==> src/rtl/counter_timer_n_pkg.sv <==
// Shared register map, mode encodings and CTRL field positions for the
// N-channel counter/timer block.
package counter_timer_pkg;

  localparam int REGS_PER_CH = 4;

  localparam logic [1:0] REG_CTRL  = 2'd0;
  localparam logic [1:0] REG_LOAD  = 2'd1;
  localparam logic [1:0] REG_CMP   = 2'd2;
  localparam logic [1:0] REG_VALUE = 2'd3;

  typedef enum logic [1:0] {
    MODE_ONESHOT  = 2'd0,
    MODE_PERIODIC = 2'd1,
    MODE_PWM      = 2'd2,
    MODE_RSVD     = 2'd3
  } mode_e;

  localparam int CTRL_EN       = 0;
  localparam int CTRL_MODE_LSB = 1;
  localparam int CTRL_IRQ_EN   = 3;
  localparam int CTRL_W        = 4;

  function automatic mode_e ctrl_mode(input logic [CTRL_W-1:0] ctrl);
    return mode_e'(ctrl[CTRL_MODE_LSB +: 2]);
  endfunction

endpackage

==> src/rtl/counter_timer_n_channel.sv <==
// One timer channel: tick synchroniser, CTRL/LOAD/CMP/VALUE registers,
// its STATUS bit and its output (expiry pulse or PWM level).
module timer_channel
  import counter_timer_pkg::*;
#(
  parameter int CW = 32
) (
  input  logic              clk,
  input  logic              rst_n,
  input  logic              tick_in,
  input  logic              ctrl_we,
  input  logic              load_we,
  input  logic              cmp_we,
  input  logic              status_clr,
  input  logic [CW-1:0]     wdata,
  output logic [CTRL_W-1:0] ctrl,
  output logic [CW-1:0]     load,
  output logic [CW-1:0]     cmp,
  output logic [CW-1:0]     value,
  output logic              status,
  output logic              ch_out
);

  logic sync1_reg, sync2_reg, prev_reg, tick_reg;
  logic [CTRL_W-1:0] ctrl_reg, ctrl_next;
  logic [CW-1:0] load_reg, load_next, cmp_reg, cmp_next, value_reg, value_next;
  logic status_reg, status_next, ch_out_reg, ch_out_next, expire;
  mode_e mode_cur;

  // Edge pulse is registered so VALUE moves on the 4th clk edge after tick_in rises.
  always_ff @(posedge clk or negedge rst_n) begin
    if (!rst_n) begin
      sync1_reg <= 1'b0;
      sync2_reg <= 1'b0;
      prev_reg  <= 1'b0;
      tick_reg  <= 1'b0;
    end else begin
      sync1_reg <= tick_in;
      sync2_reg <= sync1_reg;
      prev_reg  <= sync2_reg;
      tick_reg  <= sync2_reg & ~prev_reg;
    end
  end

  assign mode_cur = ctrl_mode(ctrl_reg);

  always_comb begin
    ctrl_next  = ctrl_reg;
    load_next  = load_we ? wdata : load_reg;
    cmp_next   = cmp_we ? wdata : cmp_reg;
    value_next = value_reg;
    expire     = 1'b0;
    if (ctrl_we) ctrl_next = wdata[CTRL_W-1:0];
    // Enabling loads VALUE and swallows any tick arriving in the same cycle.
    if (ctrl_we && wdata[CTRL_EN] && !ctrl_reg[CTRL_EN]) begin
      value_next = load_reg;
    end else if (ctrl_reg[CTRL_EN] && tick_reg) begin
      if (value_reg != '0) begin
        value_next = value_reg - {{(CW-1){1'b0}}, 1'b1};
      end else begin
        expire = 1'b1;
        if (mode_cur == MODE_PERIODIC || mode_cur == MODE_PWM) value_next = load_reg;
        else ctrl_next[CTRL_EN] = 1'b0;
      end
    end
    status_next = expire | (status_reg & ~status_clr);
    if (ctrl_mode(ctrl_next) == MODE_PWM) ch_out_next = ctrl_next[CTRL_EN] & (value_next < cmp_next);
    else ch_out_next = expire;
  end

  always_ff @(posedge clk or negedge rst_n) begin
    if (!rst_n) begin
      ctrl_reg   <= '0;
      load_reg   <= '0;
      cmp_reg    <= '0;
      value_reg  <= '0;
      status_reg <= 1'b0;
      ch_out_reg <= 1'b0;
    end else begin
      ctrl_reg   <= ctrl_next;
      load_reg   <= load_next;
      cmp_reg    <= cmp_next;
      value_reg  <= value_next;
      status_reg <= status_next;
      ch_out_reg <= ch_out_next;
    end
  end

  assign ctrl   = ctrl_reg;
  assign load   = load_reg;
  assign cmp    = cmp_reg;
  assign value  = value_reg;
  assign status = status_reg;
  assign ch_out = ch_out_reg;

endmodule

==> src/rtl/counter_timer_n.sv <==
// N-channel down-counting timer/PWM: address decode, read mux and the
// combined maskable interrupt around NCH timer_channel instances.
module counter_timer_n
  import counter_timer_pkg::*;
#(
  parameter int NCH = 4,
  parameter int CW  = 32
) (
  input  logic           clk,
  input  logic           RSTN,
  input  logic [NCH-1:0] tick_in,
  input  logic [7:0]     addr,
  input  logic           we,
  input  logic [31:0]    wdata,
  output logic [31:0]    rdata,
  output logic [NCH-1:0] ch_out,
  output logic           irq
);

  localparam logic [7:0] STATUS_ADDR = 8'(REGS_PER_CH * NCH);

  logic [NCH-1:0]        status, irq_en;
  logic [NCH-1:0][31:0]  rd_words;
  logic                  status_wr, irq_reg;
  logic                  unused_wdata;

  assign status_wr    = we && (addr == STATUS_ADDR);
  assign unused_wdata = ^{1'b0, wdata};

  for (genvar gi = 0; gi < NCH; gi++) begin : g_ch
    logic              hit;
    logic [CTRL_W-1:0] ctrl;
    logic [CW-1:0]     load, cmp, value;

    // Channel window is addr[7:2]; the STATUS word lies just past the last one.
    assign hit = (addr[7:2] == 6'(gi));

    timer_channel #(.CW(CW)) u_ch (
      .clk        (clk),
      .rst_n      (RSTN),
      .tick_in    (tick_in[gi]),
      .ctrl_we    (we && hit && (addr[1:0] == REG_CTRL)),
      .load_we    (we && hit && (addr[1:0] == REG_LOAD)),
      .cmp_we     (we && hit && (addr[1:0] == REG_CMP)),
      .status_clr (status_wr && wdata[gi]),
      .wdata      (wdata[CW-1:0]),
      .ctrl       (ctrl),
      .load       (load),
      .cmp        (cmp),
      .value      (value),
      .status     (status[gi]),
      .ch_out     (ch_out[gi])
    );

    assign irq_en[gi]   = ctrl[CTRL_IRQ_EN];
    assign rd_words[gi] = !hit                      ? 32'd0 :
                          (addr[1:0] == REG_CTRL)   ? 32'(ctrl) :
                          (addr[1:0] == REG_LOAD)   ? 32'(load) :
                          (addr[1:0] == REG_CMP)    ? 32'(cmp) : 32'(value);
  end

  always_comb begin
    rdata = '0;
    if (addr == STATUS_ADDR) rdata = 32'(status);
    for (int i = 0; i < NCH; i++) rdata = rdata | rd_words[i];
  end

  always_ff @(posedge clk or negedge RSTN) begin
    if (!RSTN) irq_reg <= 1'b0;
    else       irq_reg <= |(status & irq_en);
  end

  assign irq = irq_reg;

endmodule

==> config.mk <==
export PLATFORM = sky130hd
export DESIGN_NAME = counter_timer_n
export DESIGN_NICKNAME = d
export VERILOG_FILES = /design/src/rtl/counter_timer_n_pkg.sv /design/src/rtl/counter_timer_n_channel.sv /design/src/rtl/counter_timer_n.sv
export SDC_FILE = /design/constraint.sdc
export NUM_CORES = 1
export LEC_CHECK = 0
export ABC_AREA = 1
export CELL_PAD_IN_SITES_DETAIL_PLACEMENT = 1
export CELL_PAD_IN_SITES_GLOBAL_PLACEMENT = 2
export CORE_ASPECT_RATIO = 1.4
export CORE_MARGIN = 2
export CORE_UTILIZATION = 33
export CTS_CLUSTER_SIZE = 25
export DETAILED_ROUTE_END_ITERATION = 8
export PLACE_DENSITY_LB_ADDON = 0.1
export REMOVE_ABC_BUFFERS = 1
export SKIP_CTS_REPAIR_TIMING = 1
export SLEW_MARGIN = 5
export SYNTH_ARGS = -nofsm -noshare
export SYNTH_HDL_FRONTEND = slang
export SYNTH_SLANG_ARGS = --single-unit
==> constraint.sdc <==
create_clock -name clk -period 3.3 [get_ports clk]
set_input_delay 0.33 -clock clk [delete_from_list [all_inputs] [get_ports clk]]
set_output_delay 0.33 -clock clk [all_outputs]
set_load 0.01 [all_outputs]
==> run metrics <==
Post-synth EDFFs=0; library cells used by synthesis=62; Synth area leader=dfrtp_1; Final Slew Violations=0; Mapped Area=28300 sq um; first-pass GRT wire length=206000 microns; CP peak stage delay=0.39 ns; most common cell after layout, fill and taps aside=nand2_1; warning count from the yosys run=0; CP Data Arrival Time=4.28 ns; Worst setup SP type=flop; Place WS=-0.740 ns; Die H=351 microns; Required @ worst endpoint=3.84 ns; fin crit period=3.74 ns; critical path startpoint=g_ch[3].u_ch.value[4]; Wirelength per Cell=24.4 microns; PortBufs=83; Synth top area share=37.5%; Util after Layout=45.5%; net count reported at finish=4806; Avg Inst Size Synth=7.31 sq um; worst r2r src=g_ch[3].u_ch.value[4]; Antenna Nets Post-Route=0; failing checks=setup timing; RSZ-0062 raised after global routing=true; drt drc=0; HPWL after detailed placement=113000 microns; H-tree level count=2; Max-Cap Viols=0; Crit-path slowest cell=dfrtp_1; final worst-path cycle share=113%; cts bufs inserted=53; PD cells=509 nW/um^2; GRT Residual Overflow=0; crit path capture=g_ch[3].u_ch.ch_out; Worst IR Drop VDD=0.000430 V; crit-path max FO=3; Worst Skew=0.0265 ns; Total Routing Usage GR=31.6%; Die Wd=252 microns; clk_lat worst skew=0.64 ns; die area=88300 sq um; worst reg2reg endpoint=g_ch[3].u_ch.ch_out; First-pass DRT Iterations=5; internal reg-to-reg setup slack=-0.44 ns; outcome=finished, violations left; Synth async-reset ratio=100%; PnR worst setup slack=-0.437 ns; cell leakage power=17.9 nW; TritonCTS clock tree=yes; area of the core=85300 sq um; vias in the first global route=31600; Vias per Instance=5.38; Total Wirelength=141000 microns; Hold WC Path Type=input pin to flop; slew margin rel.=47.2%; CTS Sinks=425; #FFs+latches synth=425; Final Cell Area=38800 sq um; post-synthesis sequential area ratio=37.5%; crit path kind=flop to flop; critical-path cell list=nor2_1 > nand4_1 > nor2_2 > inv_2 > nor2_4 > nand4_1 > nor2_2 > buf_4 > nand3_2 > xnor2_1 > o21ai_1 > a31oi_2 > ha_1 > nand2_2 > nor2_4 > nand4_1 > nor4_2 > nand2_1 > nand2_1 > nand2_1; initial core utilization=33.2%; CTS Buffer Depth=3; Cell Area, Placed=36000 sq um; Worst-Margin Slew=0.781 ns; Final Hold Viols=0; worst r2r path cells=20; top_reg_cell synth=dfrtp_1; IO Pins=84; most frequent cells in the layout=888 x nand2_1, 751 x buf_4, 565 x o21ai_0; clk slew on worst S/H paths=0.06 ns; initial antenna violation count=4; fillers=10500; fmax=0.268 GHz; cells after synthesis=3877; largest net degree at the start of global routing=77; Area contributors post-synth=dfrtp_1 38%, nand2_1 12%, o21ai_0 10%, inv_1 6.2%, ha_1 5.8%; drt first-iter violations=2052; Vias=31000; final setup fails=5; Area Growth Syn to Fin=37.0%; row count=127; CTS root buf=clkbuf_16; Crit. End Element=flop; RD Place Congestion=0.976; share of layout cells above drive strength 1=24.1%
-- Yosys cell counts, drive strengths merged, types with 2 or more instances --
| library cell | count |
|---|---|
| o221a | 2 |
| o2111ai | 2 |
| a21oi | 239 |
| buf | 26 |
| a31oi | 44 |
| nand2 | 922 |
| a41o | 2 |
| o22ai | 41 |
| o2bb2ai | 3 |
| nand3 | 95 |
| a211oi | 13 |
| a221oi | 23 |
| o31ai | 7 |
| nor3 | 34 |
| a41oi | 24 |
| a221o | 3 |
| dfrtp | 425 |
| clkbuf | 170 |
| a311oi | 4 |
| nor4 | 11 |
| o221ai | 34 |
| ha | 131 |
| a22oi | 17 |
| nor2 | 256 |
| inv | 494 |
| a2111oi | 4 |
| o21ai | 594 |
| and2 | 2 |
| a31o | 3 |
| o211ai | 120 |
| clkinv | 6 |
| xor2 | 70 |
| nand4 | 41 |
| or2 | 6 |
-- layer usage --
| layer | up-vias | global-route usage (%) | wire length [microns] |
|---|---|---|---|
| li1 | 14600 | - | - |
| met3 | 236 | 2.77 | 5290 |
| met2 | 729 | 55.8 | 69800 |
| met4 | 2 | 13.5 | 6720 |
| met5 | - | 0 | 17 |
| met1 | 15400 | 39.4 | 59100 |
-- stage by stage --
step                      instances  hold slack (ns)  TNS, ns  power [mW]
final                          5765            0.131    -1.31        19.8
after global routing           5764            0.116    -2.05        20.9
after CTS                      5719           -0.309   -11.61        19.6
after detailed placement       5624            0.336   -11.56        13.1
after global placement         5624            0.333   -10.97        13.0
after floorplan                3681           0.0344  -398.90        9.44
-- area by class of cell --
cell class / count / area [sq um] / share of cell area, %
clock buffers: 75 / 1550 / 4.00
diodes: 1 / 2.50 / 0.00644
repair buffers: 892 / 7510 / 19.4
clock inverters: 20 / 290 / 0.747
multi-input cells: 2756 / 15600 / 40.1
flip-flops and latches: 425 / 10600 / 27.4
well taps: 1096 / 1370 / 3.53
inverters: 500 / 1880 / 4.85
-- critical path: cells and delay by family, from the launching register on --
family	cells	cell delay, ns
DFF	1	0.39
AOI/OAI and AO/OA	2	0.32
adders and majority gates	1	0.33
and+or+nand+nor	14	2.26
xor gates and xnor gates	1	0.13
buffers and inverters	2	0.20
-- power breakdown --
group	switching, mW	leakage, nW	total, mW	internal (mW)
clock network	2.58	0.901	6.38	3.80
registers	0.475	5.31	6.25	5.78
logic	4.05	11.7	7.14	3.09
total	7.10	17.9	19.8	12.7
-- worst min-delay path by stage --
| stage | startpoint | to | slack [ns] | depth (start not counted) |
|---|---|---|---|---|
| after floorplan | RSTN | g_ch[0].u_ch.ch_out | 0.03 | 0 |
| after global placement | g_ch[0].u_ch.sync1_reg | g_ch[0].u_ch.sync2_reg | 0.33 | 0 |
| after detailed placement | g_ch[3].u_ch.sync1_reg | g_ch[3].u_ch.sync2_reg | 0.34 | 0 |
| after CTS | RSTN | g_ch[1].u_ch.value[7] | -0.31 | 1 |
| after global routing | tick_in[3] | g_ch[3].u_ch.sync1_reg | 0.12 | 1 |
| final | tick_in[2] | g_ch[2].u_ch.sync1_reg | 0.13 | 1 |
-- cell families (layout without fill, tap and decap cells) --
kind of cell	after synthesis	count (layout)	synth area share [%]
AO/OA/AOI/OAI	1183	1183	24.1
XOR/XNOR	71	71	2.19
flip-flops	425	425	37.5
other	0	1	0
adder cells (fa/ha/maj)	131	131	5.78
AND/OR/NAND/NOR	1371	1371	21.0
buffers and inverters	696	1487	9.37
(Power assumes the default switching activity.)
